### src/rtl/wb_pkg.sv
// Shared types and constants for the write-back port arbiter.
package wb_pkg;

  localparam int unsigned XLEN   = 32;
  localparam int unsigned REG_AW = 5;

  // Write-back mux select encoding
  localparam logic WB_SEL_MEM = 1'b0;
  localparam logic WB_SEL_EX  = 1'b1;

  // One register-file write request
  typedef struct packed {
    logic [REG_AW-1:0] rd;
    logic [XLEN-1:0]   data;
  } wb_req_t;

  // True when a buffered destination collides with a decode source; x0 never hazards
  function automatic logic rd_hit(input logic [REG_AW-1:0] rd,
                                  input logic [REG_AW-1:0] rs1,
                                  input logic [REG_AW-1:0] rs2);
    return (rd != '0) && ((rd == rs1) || (rd == rs2));
  endfunction

endpackage

### src/rtl/wb_port_arbiter_if.sv
// Pipeline-side bundle of the write-back arbiter: EX/MEM offers, RF write, hazard query.
interface wb_port_arbiter_if;
  import wb_pkg::*;

  logic              EX_VALID;
  logic              EX_READY;
  logic [REG_AW-1:0] EX_RD;
  logic [XLEN-1:0]   EX_DATA;

  logic              MEM_VALID;
  logic              MEM_READY;
  logic [REG_AW-1:0] MEM_RD;
  logic [XLEN-1:0]   MEM_DATA;

  logic              WE;
  logic [REG_AW-1:0] WADDR;
  logic [XLEN-1:0]   WDATA;
  logic              CRT_WB;

  logic [REG_AW-1:0] Q_RS1;
  logic [REG_AW-1:0] Q_RS2;
  logic              HAZ;

  // Pipeline / register-file side
  modport master (
    output EX_VALID, EX_RD, EX_DATA,
    output MEM_VALID, MEM_RD, MEM_DATA,
    output Q_RS1, Q_RS2,
    input  EX_READY, MEM_READY,
    input  WE, WADDR, WDATA, CRT_WB,
    input  HAZ
  );

  // Arbiter side
  modport slave (
    input  EX_VALID, EX_RD, EX_DATA,
    input  MEM_VALID, MEM_RD, MEM_DATA,
    input  Q_RS1, Q_RS2,
    output EX_READY, MEM_READY,
    output WE, WADDR, WDATA, CRT_WB,
    output HAZ
  );

endinterface

### src/rtl/wb_ex_fifo.sv
// Synchronous FIFO of execute results; exposes per-slot rd/valid for hazard compare.
module wb_ex_fifo
  import wb_pkg::*;
#(
  parameter int unsigned DEPTH = 2
) (
  input  logic                                i_clk,
  input  logic                                i_rst,
  input  logic                                i_push,
  input  wb_req_t                             i_push_req,
  input  logic                                i_pop,
  output wb_req_t                             o_head,
  output logic [$clog2(DEPTH+1)-1:0]          o_count,
  output logic [DEPTH-1:0][REG_AW-1:0]        o_slot_rd,
  output logic [DEPTH-1:0]                    o_slot_vld
);

  localparam int unsigned PTR_W = $clog2(DEPTH);
  localparam int unsigned CNT_W = $clog2(DEPTH+1);

  wb_req_t            r_mem [DEPTH];
  logic [PTR_W-1:0]   r_wptr;
  logic [PTR_W-1:0]   r_rptr;
  logic [CNT_W-1:0]   r_count;
  logic [DEPTH-1:0]   r_vld;

  logic               w_full;
  logic               w_empty;
  logic               w_push;
  logic               w_pop;

  // Full blocks a push even when a pop happens in the same cycle
  assign w_full  = (r_count == CNT_W'(DEPTH));
  assign w_empty = (r_count == '0);
  assign w_push  = i_push & ~w_full;
  assign w_pop   = i_pop & ~w_empty;

  // Payload storage, no reset needed: r_vld qualifies every slot
  always_ff @(posedge i_clk) begin
    if (w_push) begin
      r_mem[r_wptr] <= i_push_req;
    end
  end

  // Pointers, occupancy count and per-slot valid bits
  always_ff @(posedge i_clk) begin
    if (i_rst) begin
      r_wptr  <= '0;
      r_rptr  <= '0;
      r_count <= '0;
      r_vld   <= '0;
    end else begin
      if (w_push) begin
        r_wptr <= PTR_W'(r_wptr + PTR_W'(1));
      end
      if (w_pop) begin
        r_rptr <= PTR_W'(r_rptr + PTR_W'(1));
      end
      case ({w_push, w_pop})
        2'b10:   r_count <= CNT_W'(r_count + CNT_W'(1));
        2'b01:   r_count <= CNT_W'(r_count - CNT_W'(1));
        default: r_count <= r_count;
      endcase
      for (int unsigned i = 0; i < DEPTH; i++) begin
        if (w_push && (r_wptr == PTR_W'(i))) begin
          r_vld[i] <= 1'b1;
        end else if (w_pop && (r_rptr == PTR_W'(i))) begin
          r_vld[i] <= 1'b0;
        end
      end
    end
  end

  // Slot rd view for the hazard comparator
  always_comb begin
    o_slot_rd = '0;
    for (int unsigned i = 0; i < DEPTH; i++) begin
      o_slot_rd[i] = r_mem[i].rd;
    end
  end

  assign o_head     = r_mem[r_rptr];
  assign o_count    = r_count;
  assign o_slot_vld = r_vld;

endmodule

### src/rtl/wb_port_arbiter.sv
// Shares the register-file write port between buffered EX results and MEM load data.
module wb_port_arbiter
  import wb_pkg::*;
#(
  parameter int unsigned EX_DEPTH = 2,
  parameter int unsigned MAX_WAIT = 3
) (
  input  logic              CLK,
  input  logic              RST,
  wb_port_arbiter_if.slave  bus
);

  localparam int unsigned CNT_W = $clog2(EX_DEPTH+1);
  localparam int unsigned SC_W  = $clog2(MAX_WAIT+1);

  wb_req_t                       w_head;
  wb_req_t                       w_push_req;
  wb_req_t                       w_win_req;
  logic [CNT_W-1:0]              w_count;
  logic [EX_DEPTH-1:0][REG_AW-1:0] w_slot_rd;
  logic [EX_DEPTH-1:0]           w_slot_vld;

  logic                          w_ex_ready;
  logic                          w_push;
  logic                          w_fifo_ne;
  logic                          w_force_ex;
  logic                          w_mem_win;
  logic                          w_ex_win;
  logic                          w_grant;
  logic                          w_win_sel;
  logic                          w_haz;

  logic [SC_W-1:0]               r_starve;
  logic                          r_we;
  logic [REG_AW-1:0]             r_waddr;
  logic [XLEN-1:0]               r_wdata;
  logic                          r_crt_wb;

  assign w_push_req = '{rd: bus.EX_RD, data: bus.EX_DATA};
  assign w_ex_ready = (w_count < CNT_W'(EX_DEPTH));
  assign w_push     = bus.EX_VALID & w_ex_ready;

  wb_ex_fifo #(
    .DEPTH (EX_DEPTH)
  ) u_ex_fifo (
    .i_clk      (CLK),
    .i_rst      (RST),
    .i_push     (w_push),
    .i_push_req (w_push_req),
    .i_pop      (w_ex_win),
    .o_head     (w_head),
    .o_count    (w_count),
    .o_slot_rd  (w_slot_rd),
    .o_slot_vld (w_slot_vld)
  );

  // Arbitration: MEM by default, EX forced once it has lost MAX_WAIT times in a row
  assign w_fifo_ne  = (w_count != '0);
  assign w_force_ex = w_fifo_ne && (r_starve == SC_W'(MAX_WAIT));
  assign w_mem_win  = bus.MEM_VALID & ~w_force_ex;
  assign w_ex_win   = w_fifo_ne & ~w_mem_win;

  // Select the winning request and its mux code
  always_comb begin
    w_grant   = 1'b0;
    w_win_req = '0;
    w_win_sel = WB_SEL_MEM;
    if (w_mem_win) begin
      w_grant   = 1'b1;
      w_win_req = '{rd: bus.MEM_RD, data: bus.MEM_DATA};
      w_win_sel = WB_SEL_MEM;
    end else if (w_ex_win) begin
      w_grant   = 1'b1;
      w_win_req = w_head;
      w_win_sel = WB_SEL_EX;
    end
  end

  // Starvation counter: counts consecutive MEM wins over a waiting EX head
  always_ff @(posedge CLK) begin
    if (RST) begin
      r_starve <= '0;
    end else if (!w_fifo_ne || w_ex_win) begin
      r_starve <= '0;
    end else if (w_mem_win && (r_starve != SC_W'(MAX_WAIT))) begin
      r_starve <= SC_W'(r_starve + SC_W'(1));
    end
  end

  // Registered write port; x0 writes are consumed but never enabled
  always_ff @(posedge CLK) begin
    if (RST) begin
      r_we     <= 1'b0;
      r_waddr  <= '0;
      r_wdata  <= '0;
      r_crt_wb <= WB_SEL_MEM;
    end else begin
      r_we <= w_grant && (w_win_req.rd != '0);
      if (w_grant) begin
        r_waddr  <= w_win_req.rd;
        r_wdata  <= w_win_req.data;
        r_crt_wb <= w_win_sel;
      end
    end
  end

  // RAW hazard against every occupied FIFO slot, pre-edge view
  always_comb begin
    w_haz = 1'b0;
    for (int unsigned i = 0; i < EX_DEPTH; i++) begin
      if (w_slot_vld[i] && rd_hit(w_slot_rd[i], bus.Q_RS1, bus.Q_RS2)) begin
        w_haz = 1'b1;
      end
    end
  end

  assign bus.EX_READY  = w_ex_ready;
  assign bus.MEM_READY = ~w_force_ex;
  assign bus.WE        = r_we;
  assign bus.WADDR     = r_waddr;
  assign bus.WDATA     = r_wdata;
  assign bus.CRT_WB    = r_crt_wb;
  assign bus.HAZ       = w_haz;

endmodule

### src/flat_wrapper.sv
// flat-port wrapper written by rule: the top's interface ports become plain ports
module wb_port_arbiter_flat import wb_pkg::*;
#(
  parameter int unsigned EX_DEPTH = 2,
  parameter int unsigned MAX_WAIT = 3
)
  (CLK, RST, bus_EX_VALID, bus_EX_RD, bus_EX_DATA, bus_MEM_VALID, bus_MEM_RD, bus_MEM_DATA, bus_Q_RS1, bus_Q_RS2, bus_EX_READY, bus_MEM_READY, bus_WE, bus_WADDR, bus_WDATA, bus_CRT_WB, bus_HAZ);
  wb_port_arbiter_if bus_i ();
  input  logic CLK;
  input  logic RST;
  input wire logic [$bits(bus_i.EX_VALID)-1:0] bus_EX_VALID;
  input wire logic [$bits(bus_i.EX_RD)-1:0] bus_EX_RD;
  input wire logic [$bits(bus_i.EX_DATA)-1:0] bus_EX_DATA;
  input wire logic [$bits(bus_i.MEM_VALID)-1:0] bus_MEM_VALID;
  input wire logic [$bits(bus_i.MEM_RD)-1:0] bus_MEM_RD;
  input wire logic [$bits(bus_i.MEM_DATA)-1:0] bus_MEM_DATA;
  input wire logic [$bits(bus_i.Q_RS1)-1:0] bus_Q_RS1;
  input wire logic [$bits(bus_i.Q_RS2)-1:0] bus_Q_RS2;
  output wire logic [$bits(bus_i.EX_READY)-1:0] bus_EX_READY;
  output wire logic [$bits(bus_i.MEM_READY)-1:0] bus_MEM_READY;
  output wire logic [$bits(bus_i.WE)-1:0] bus_WE;
  output wire logic [$bits(bus_i.WADDR)-1:0] bus_WADDR;
  output wire logic [$bits(bus_i.WDATA)-1:0] bus_WDATA;
  output wire logic [$bits(bus_i.CRT_WB)-1:0] bus_CRT_WB;
  output wire logic [$bits(bus_i.HAZ)-1:0] bus_HAZ;
  assign bus_i.EX_VALID = bus_EX_VALID;
  assign bus_i.EX_RD = bus_EX_RD;
  assign bus_i.EX_DATA = bus_EX_DATA;
  assign bus_i.MEM_VALID = bus_MEM_VALID;
  assign bus_i.MEM_RD = bus_MEM_RD;
  assign bus_i.MEM_DATA = bus_MEM_DATA;
  assign bus_i.Q_RS1 = bus_Q_RS1;
  assign bus_i.Q_RS2 = bus_Q_RS2;
  assign bus_EX_READY = bus_i.EX_READY;
  assign bus_MEM_READY = bus_i.MEM_READY;
  assign bus_WE = bus_i.WE;
  assign bus_WADDR = bus_i.WADDR;
  assign bus_WDATA = bus_i.WDATA;
  assign bus_CRT_WB = bus_i.CRT_WB;
  assign bus_HAZ = bus_i.HAZ;
  wb_port_arbiter #(.EX_DEPTH(EX_DEPTH), .MAX_WAIT(MAX_WAIT)) u_core (.CLK(CLK), .RST(RST), .bus(bus_i));
endmodule
### config.mk
export PLATFORM = sky130hd
export DESIGN_NAME = wb_port_arbiter_flat
export DESIGN_NICKNAME = d
export VERILOG_FILES = /design/src/rtl/wb_pkg.sv /design/src/rtl/wb_port_arbiter_if.sv /design/src/rtl/wb_ex_fifo.sv /design/src/rtl/wb_port_arbiter.sv /design/src/flat_wrapper.sv
export SDC_FILE = /design/constraint.sdc
export NUM_CORES = 1
export LEC_CHECK = 0
export CAP_MARGIN = 20
export CORE_ASPECT_RATIO = 1.2
export CORE_MARGIN = 2
export CORE_UTILIZATION = 37
export DETAILED_ROUTE_END_ITERATION = 16
export PLACE_DENSITY = 0.72
export SLEW_MARGIN = 30
export SYNTH_ARGS = -nofsm -noshare
export SYNTH_HDL_FRONTEND = slang
export SYNTH_HIERARCHICAL = 1
export SYNTH_SLANG_ARGS = --single-unit
export TNS_END_PERCENT = 30
### constraint.sdc
create_clock -name CLK -period 2.3 [get_ports CLK]
set_clock_uncertainty 0.05 [all_clocks]
set_input_delay 0.345 -clock CLK [delete_from_list [all_inputs] [get_ports CLK]]
set_output_delay 0.345 -clock CLK [all_outputs]
set_load 0.02 [all_outputs]
==> impl_metrics.py, run 1 <==
metrics = {
    "run_status": {
        "status": "completed",
    },
    "yosys": {
        "syn_avg_cell_area_um2": 14.1,
        "synth-edff-count": 74,
        "ys.flop_type": "edfxtp_1",
        "seq_area_frac_synth_pct": 65.6,
        "synthCells": 343,
        "synth_area_leaders": "edfxtp_1, dfxtp_1, mux2_2",
        "ys_types": 34,
        "yosys.area.top_type_share_pct": 45.8,
        "netlist_area_um2": 4850,
        "synth_seq_cells": 122,
        "yosysTopAreaCell": "edfxtp_1",
        "ys_warn_count": 6,
        "synth_nets": 435,
        "async_flop_share_pct": 0,
    },
    "die": {
        "start_util_pct": 38.1,
        "row_count": 45,
        "die_h_um": 129,
        "die_x_um": 109,
        "core_um2": 12700,
        "die_area_um2": 14100,
        "io_pins": 130,
    },
    "detailed_routing": {
        "drt-wirelength-per-cell_um": 17.9,
        "vias": 3438,
        "drt-total-wl_mm": 11.7,
        "drc_errors": 0,
        "vias_per_cell": 5.26,
        "ant_nets": 0,
        "drtIter0Drc": 333,
        "firstDrtPassIters": 9,
    },
    "critical_path": {
        "crit_family": "simple AND/OR/NAND/NOR gates",
        "path_max_fanout": 4,
        "cp_slowest_cell": "or4_1",
        "crit_buf_inv": 1,
        "critPathCaptureType": "output port",
        "path_cells": "or4_1, o21ai_1, o22ai_1, buf_2",
        "crit_arrival_ns": 1.80,
        "criticalPathCategory": "reg2out",
        "start_kind": "flop",
        "cp_data_required_time_ns": 1.90,
        "critPathMaxStageDelay_ns": 0.54,
    },
    "cells_and_area": {
        "nFillCells": 1083,
        "finalCoreUtilization_pct": 54.5,
        "fin_nets": 568,
        "layout_common_cells": "clkdlybuf4s50_1, edfxtp_1, nor2_1, dfxtp_1",
        "layout_commonest_cell": "clkdlybuf4s50_1",
        "n_antenna_cell": 0,
        "layout-drive-gt1-share_pct": 18.6,
        "syn2layout_area_growth_pct": 42.9,
    },
    "power": {
        "vdd_drop_max_uv": 483,
        "p_leak_uw": 0.00246,
        "finalPower_uw": 7540,
        "p_per_area_nw_per_um2": 1090,
    },
    "timing": {
        "max_slew_margin_pct": 61.2,
        "min_period_ns": 2.19,
        "fin_hold_ws_ns": 0.387,
        "maxSlewViolCount": 0,
        "rsz0062_at_grt": "false",
        "fmax_mhz": 456,
        "layout_setup_ws_ns": 0.108,
        "worstMarginPinSlew_ns": 0.581,
        "hold_viol": 0,
        "period_share_pct": 95.3,
        "setup_violations": 0,
        "setup_tns_ns": 0,
    },
    "clocking": {
        "cts_root_buf": "clkbuf_16",
        "cts-buffers-inserted": 17,
        "hold_buffers": 0,
        "clk_pin_slew_ns": 0.05,
        "insertion_delay_ns": 0.40,
        "cts_tree": "yes",
        "htree_levels": 4,
        "clock-sinks": 122,
        "cts_buffer_depth": 2,
    },
    "global_route": {
        "grt_pass1_vias": 3621,
        "grt_first_pass_wirelength_mm": 18.1,
        "antenna_found_initial": 0,
        "grt.overflow.total": 0,
        "grt.total_usage_pct": 17.0,
        "grt_max_degree": 39,
    },
    "worst_hold_path": {
        "hold_class": "in2reg",
    },
    "placed_design": {
        "gp_congestion": 0.813,
        "preCtsSetupSlack_ns": -0.181,
        "io_buffers": 129,
        "dpl.hpwl_mm": 8.01,
    },
    "run": {
        "cap_viol_max_count": 0,
    },
}
==> logic make-up (layout without fill, tap and decap cells) <==
family / Yosys count / after routing / share of synthesized area (%)
DFF: 122 / 122 / 65.6
and+or+nand+nor: 67 / 67 / 6.27
AOI/OAI and AO/OA: 55 / 55 / 10.0
muxes: 37 / 37 / 8.59
buffers and inverters: 35 / 181 / 4.33
xor gates and xnor gates: 23 / 23 / 4.15
adders and majority gates: 4 / 4 / 1.03
==> flip-flops by register name, summed over array words and instances, names as in the netlist, named ones only <==
signal / count
u_core/u_ex_fifo/r_mem: 74
u_core/bus.WDATA: 32
u_core/bus.WADDR: 5
u_core/r_starve: 2
u_core/u_ex_fifo/o_count: 2
u_core/u_ex_fifo/o_slot_vld: 2
u_core/bus.CRT_WB: 1
u_core/bus.WE: 1
u_core/u_ex_fifo/r_rptr: 1
u_core/u_ex_fifo/r_wptr: 1
==> path summary, 6_finish.rpt <==
kind | slack, ns | to | startpoint | cells past startpoint
min | 0.39 | u_core/bus.WADDR[2] | RST | 2
max reg2reg | 0.32 | u_core/u_ex_fifo/o_count[1] | u_core/r_starve[0] | 7
max | 0.11 | bus_HAZ | u_core/u_ex_fifo/r_mem[1][33] | 4
min reg2reg | 0.39 | u_core/r_starve[0] | u_core/r_starve[0] | 1
==> power by group <==
group	total [uW]	switching [uW]	internal [uW]
Clock	2750	896	1860
Combinational	1810	920	891
Sequential	2980	211	2770
==> Yosys cell counts, types with 2 or more instances <==
cell and count:
edfxtp_1 74, dfxtp_1 48, nor2_1 47, a222oi_1 37, mux2_2 37, xor2_1 21, buf_4 13, clkbuf_1 9
buf_2 6, nor3_1 5, a21oi_1 4, ha_1 4, inv_1 4, o21ai_1 4, or4_1 4, buf_6 3
nand2b_1 3, a22oi_1 2, o21a_1 2, xnor2_1 2
==> per-layer routing <==
metal,GRT usage (%),part of all wire (%),vias to the layer above
met1,18.7,39,1702
li1,-,-,1592
met4,6.71,1.6,0
met2,30.8,53,128
met5,0,0,-
met3,4.88,6.0,16
==> layout make-up <==
cell class	count	area, um2	share of cell area, %
clock buffers	19	453	6.53
clock inverters	13	174	2.51
inverters	4	15.0	0.216
multi-input cells	186	1470	21.1
flip-flops and latches	122	3180	45.9
well taps	164	205	2.96
repair buffers	145	1440	20.7
==> metrics by stage <==
step / instance area, um2 / std cells
2_1_floorplan: 4850 / 343
3_3_place_gp: 6310 / 620
5_1_grt: 6940 / 653
6_report: 6940 / 653
3_5_place_dp: 6310 / 620
4_1_cts: 6940 / 653
==> what timing repair did <==
action                     4_1_cts  5_1_grt
setup endpoints to repair        1        1
buffers inserted                 1        0
resized for setup                3        1
No activity file was read; power rests on OpenSTA's default activity.
==> inputs of run 2 (changes only) <==
--- a/config.mk
+++ b/config.mk
@@ -6,11 +6,14 @@
 export NUM_CORES = 1
 export LEC_CHECK = 0
 export CAP_MARGIN = 20
+export CELL_PAD_IN_SITES_DETAIL_PLACEMENT = 1
+export CELL_PAD_IN_SITES_GLOBAL_PLACEMENT = 1
 export CORE_ASPECT_RATIO = 1.2
 export CORE_MARGIN = 2
 export CORE_UTILIZATION = 37
 export DETAILED_ROUTE_END_ITERATION = 16
-export PLACE_DENSITY = 0.72
+export PLACE_DENSITY = 0.85
+export RECOVER_POWER = 50
 export SLEW_MARGIN = 30
 export SYNTH_ARGS = -nofsm -noshare
 export SYNTH_HDL_FRONTEND = slang
==> run 2 against run 1 <==
Against the previous run:
- sequential cell count unchanged
- hold slack gained 0.025 ns
- total power shrank 4.2%
- first-iteration DRC count shrank 18%
- wire length rose by 10%
- sequential power hardly changed
- clock-buffer cell count down 2
- clock power decreased by 11%
- register-to-register slack about the same
- critical path depth unchanged
- largest power group unchanged
==> impl_metrics.py, run 2 (synthesis gave the netlist of run 1 again) <==
metrics = {
    "power": {
        "p_per_area_nw_per_um2": 1060,
        "vdd_drop_max_uv": 533,
        "p_leak_uw": 0.00242,
        "finalPower_uw": 7230,
    },
    "worst_hold_path": {
        "whs_endpoint": "u_core/r_starve[0]",
        "hold_class": "reg2reg",
        "hold_depth": 1,
        "hold_start": "u_core/r_starve[0]",
    },
    "timing": {
        "worstMarginPinSlew_ns": 0.706,
        "period_share_pct": 98.2,
        "setup_tns_ns": 0,
        "maxSlewViolCount": 0,
        "setup_violations": 0,
        "fmax_mhz": 443,
        "min_period_ns": 2.26,
        "hold_viol": 0,
        "max_slew_margin_pct": 52.9,
        "fin_hold_ws_ns": 0.411,
        "layout_setup_ws_ns": 0.0419,
    },
    "critical_path": {
        "path_cells": "or4_4, o21ai_1, o22ai_1, buf_2",
        "start_kind": "flop",
        "cp_data_required_time_ns": 1.90,
        "reg2reg_depth": 7,
        "path_depth": 4,
        "crit_arrival_ns": 1.86,
        "crit-reg2reg-launch": "u_core/r_starve[0]",
        "reg2reg_slack_ns": 0.31,
        "r2r_end": "u_core/u_ex_fifo/o_count[1]",
        "critPathCaptureType": "output port",
        "crit_buf_inv": 1,
        "criticalPathCategory": "reg2out",
        "cp_slowest_cell": "or4_4",
        "crit_family": "simple AND/OR/NAND/NOR gates",
        "path_max_fanout": 4,
        "critPathMaxStageDelay_ns": 0.57,
    },
    "die": {
        "die_area_um2": 14100,
        "core_um2": 12700,
        "start_util_pct": 38.1,
        "die_h_um": 129,
        "io_pins": 130,
        "die_x_um": 109,
        "row_count": 45,
    },
    "clocking": {
        "clock-sinks": 122,
        "cts-buffers-inserted": 17,
        "cts_root_buf": "clkbuf_16",
        "cts_tree": "yes",
        "hold_buffers": 0,
        "htree_levels": 4,
        "post_cts_resized": 5,
        "post-cts-setup-buffer-count": 0,
        "cts_buffer_depth": 2,
        "insertion_delay_ns": 0.41,
        "clk_pin_slew_ns": 0.06,
    },
    "placed_design": {
        "dpl.hpwl_mm": 8.76,
        "gp_congestion": 0.791,
        "preCtsSetupSlack_ns": -0.269,
        "io_buffers": 129,
    },
    "cells_and_area": {
        "finalCoreUtilization_pct": 53.7,
        "layout_commonest_cell": "clkdlybuf4s50_1",
        "nFillCells": 1297,
        "syn2layout_area_growth_pct": 40.9,
        "layout_common_cells": "clkdlybuf4s50_1, edfxtp_1, nor2_1, dfxtp_1, dlygate4sd3_1",
        "largest_register": "u_core/u_ex_fifo/r_mem",
        "layout-drive-gt1-share_pct": 18.7,
        "largest_reg_flops": 74,
        "fin_nets": 565,
    },
    "detailed_routing": {
        "drc_errors": 0,
        "vias": 3441,
        "drtIter0Drc": 274,
        "drt-wirelength-per-cell_um": 19.8,
        "ant_nets": 0,
        "vias_per_cell": 5.29,
        "firstDrtPassIters": 8,
        "drt-total-wl_mm": 12.9,
    },
    "global_route": {
        "grt_max_degree": 40,
        "grt.overflow.total": 0,
        "grt.total_usage_pct": 19.3,
        "grt_first_pass_wirelength_mm": 20.1,
        "antenna_found_initial": 0,
        "grt_pass1_vias": 3921,
    },
    "run": {
        "cap_viol_max_count": 0,
    },
    "run_status": {
        "status": "completed",
    },
}
run 2: per-layer routing:
| layer | up-vias | track usage [%] | wire [um] |
|---|---|---|---|
| met5 | - | 0 | 0 |
| met4 | 0 | 8.90 | 278 |
| met3 | 23 | 5.43 | 788 |
| met2 | 129 | 35.6 | 7020 |
| met1 | 1702 | 20.1 | 4800 |
| li1 | 1587 | - | - |
run 2: worst reg2reg max path: stages (launching register included):
cell and delay [ns]:
dfxtp_1 0.35, ha_1 0.20, nand2b_1 0.17, o21a_1 0.20
o21a_1 0.16, ha_1 0.26, or3_1 0.36, a21oi_1 0.16
run 2: per-stage QoR:
step                      cell area [um2]  std cells
after floorplan                      4850        343
after global placement               6290        618
after detailed placement             6290        618
after CTS                            6850        650
after global routing                 6830        650
final                                6840        651
run 2: worst max path at each step:
stage                     slack [ns]                      endpoint                           from
after floorplan                 0.23  u_core/u_ex_fifo/r_mem[1][0]    u_core/u_ex_fifo/o_count[0]
after global placement         -0.16                       bus_HAZ                   bus_Q_RS2[4]
after detailed placement       -0.27                       bus_HAZ                   bus_Q_RS1[4]
after CTS                       0.05                       bus_HAZ  u_core/u_ex_fifo/r_mem[0][33]
after global routing           -0.01                       bus_HAZ  u_core/u_ex_fifo/r_mem[0][33]
final                           0.04                       bus_HAZ  u_core/u_ex_fifo/r_mem[0][33]
run 2: where the power goes:
group | switching (uW) | leakage [uW] | internal [uW]
Sequential | 221 | 0.00109 | 2770
Combinational | 941 | 0.00106 | 855
Clock | 961 | 0.000268 | 1480
run 2: layout make-up:
type,instances,area (um2),area share [%]
Antenna cell,1,2.50,0.0366
Clock buffer,17,425,6.22
Clock inverter,15,130,1.90
Inverter,4,15.0,0.220
Multi-Input combinational cell,186,1470,21.6
Sequential cell,122,3180,46.6
Tap cell,164,205,3.00
Timing Repair Buffer,142,1400,20.5
==> inputs of run 3 (changes only) <==
--- a/config.mk
+++ b/config.mk
@@ -13,7 +13,7 @@
 export CORE_UTILIZATION = 37
 export DETAILED_ROUTE_END_ITERATION = 16
 export PLACE_DENSITY = 0.85
-export RECOVER_POWER = 50
+export RECOVER_POWER = 100
 export SLEW_MARGIN = 30
 export SYNTH_ARGS = -nofsm -noshare
 export SYNTH_HDL_FRONTEND = slang
==> run 3 against run 2 <==
Against the previous run:
- core utilization is 0.15 points lower
- total power decreased by 1.1%
- critical path type unchanged
- largest power group unchanged
- die area stayed put
- cell count is the same
- design area down 0.27%
- combinational power down 4%
- sequential share of layout area up 0.13 points
- critical endpoint unchanged
==> impl_metrics.py, run 3 (synthesis gave the netlist of run 1 again) <==
metrics = {
    "critical_path": {
        "reg2reg_depth": 7,
        "critPathCaptureType": "output port",
        "start_kind": "flop",
        "crit-reg2reg-launch": "u_core/r_starve[0]",
        "crit_arrival_ns": 1.86,
        "cp_data_required_time_ns": 1.90,
        "path_max_fanout": 4,
        "r2r_end": "u_core/u_ex_fifo/o_count[1]",
        "reg2reg_slack_ns": 0.31,
        "criticalPathCategory": "reg2out",
    },
    "global_route": {
        "grt_pass1_vias": 3921,
        "grt_first_pass_wirelength_mm": 20.1,
        "antenna_found_initial": 0,
        "grt.overflow.total": 0,
        "grt_max_degree": 40,
        "grt.total_usage_pct": 19.3,
    },
    "clocking": {
        "cts_tree": "yes",
        "clk_pin_slew_ns": 0.06,
        "hold_buffers": 0,
        "post-cts-setup-buffer-count": 0,
        "clock-sinks": 122,
        "cts_buffer_depth": 2,
        "cts_root_buf": "clkbuf_16",
        "insertion_delay_ns": 0.40,
        "cts-buffers-inserted": 17,
        "post_cts_resized": 5,
        "htree_levels": 4,
    },
    "detailed_routing": {
        "vias": 3452,
        "firstDrtPassIters": 6,
        "drt-wirelength-per-cell_um": 19.8,
        "ant_nets": 0,
        "drt-total-wl_mm": 12.9,
        "drc_errors": 0,
        "drtIter0Drc": 245,
        "vias_per_cell": 5.30,
    },
    "cells_and_area": {
        "largest_register": "u_core/u_ex_fifo/r_mem",
        "fin_cells": 651,
        "syn2layout_area_growth_pct": 40.5,
        "layout-drive-gt1-share_pct": 18.1,
        "fin_nets": 565,
        "layout_common_cells": "dlygate4sd3_1, edfxtp_1, clkdlybuf4s50_1",
        "largest_reg_flops": 74,
        "layout_commonest_cell": "dlygate4sd3_1",
    },
    "die": {
        "row_count": 45,
        "io_pins": 130,
        "die_area_um2": 14100,
        "die_h_um": 129,
        "die_x_um": 109,
        "core_um2": 12700,
        "start_util_pct": 38.1,
    },
    "run": {
        "cap_viol_max_count": 0,
    },
    "timing": {
        "hold_viol": 0,
        "period_share_pct": 98.2,
        "fmax_mhz": 443,
        "layout_setup_ws_ns": 0.0425,
        "maxSlewViolCount": 0,
        "max_slew_margin_pct": 52.1,
        "worstMarginPinSlew_ns": 0.719,
        "setup_violations": 0,
        "min_period_ns": 2.26,
    },
    "placed_design": {
        "dpl.hpwl_mm": 8.76,
        "io_buffers": 129,
        "dp_cells": 618,
        "gp_congestion": 0.791,
        "preCtsSetupSlack_ns": -0.269,
    },
    "worst_hold_path": {
        "whs_endpoint": "u_core/r_starve[0]",
        "hold_depth": 1,
        "hold_start": "u_core/r_starve[0]",
        "hold_class": "reg2reg",
    },
    "power": {
        "vdd_drop_max_uv": 533,
        "p_per_area_nw_per_um2": 1050,
        "p_leak_uw": 0.00250,
    },
    "run_status": {
        "status": "completed",
    },
}
run 3: final cells by class:
class                   instances  area [um2]
fillers                      1297        5910
flip-flops and latches        122        3180
multi-input cells             186        1470
repair buffers                142        1380
clock buffers                  17         425
well taps                     164         205
clock inverters                15         130
inverters                       4        15.0
diodes                          1        2.50
run 3: worst max path at each step:
stage | start | to | slack, ns | cells after the start
final | u_core/u_ex_fifo/r_mem[0][33] | bus_HAZ | 0.04 | 4
after global routing | u_core/u_ex_fifo/r_mem[0][33] | bus_HAZ | -0.01 | 4
after CTS | u_core/u_ex_fifo/r_mem[0][33] | bus_HAZ | 0.05 | 4
after detailed placement | bus_Q_RS1[4] | bus_HAZ | -0.27 | 6
after global placement | bus_Q_RS2[4] | bus_HAZ | -0.16 | 6
after floorplan | u_core/u_ex_fifo/o_count[0] | u_core/u_ex_fifo/r_mem[1][0] | 0.23 | 2
run 3: per-layer routing:
metal / vias up / track usage (%) / part of all wire (%)
met5: - / 0 / 0
met4: 0 / 8.90 / 2.2
met3: 23 / 5.43 / 5.8
met2: 123 / 35.6 / 55
met1: 1716 / 20.1 / 37
li1: 1590 / - / -
run 3: through the flow:
step	instance area, um2	utilization, %	hold WS (ns)	total power [uW]	TNS [ns]
floorplan	4850	-	0.358	4060	0
global placement	6290	49.4	0.365	4750	-0.155
detailed placement	6290	49.4	0.402	4860	-0.269
CTS	6850	53.8	0.409	7330	0
global route	6820	53.6	0.434	7490	-0.0128
finish	6820	53.6	0.411	7150	0
run 3: power breakdown:
group          total (uW)  switching (uW)  internal, uW
clock                2440             961          1480
combinational        1720             936           787
sequential           2990             216          2770
total                7150            2110          5040
run 3: worst max-delay path: stages, from the launching register on:
cell and delay [ns]:
edfxtp_1 0.49, or4_4 0.57, o21ai_1 0.13, o22ai_1 0.09, buf_2 0.17
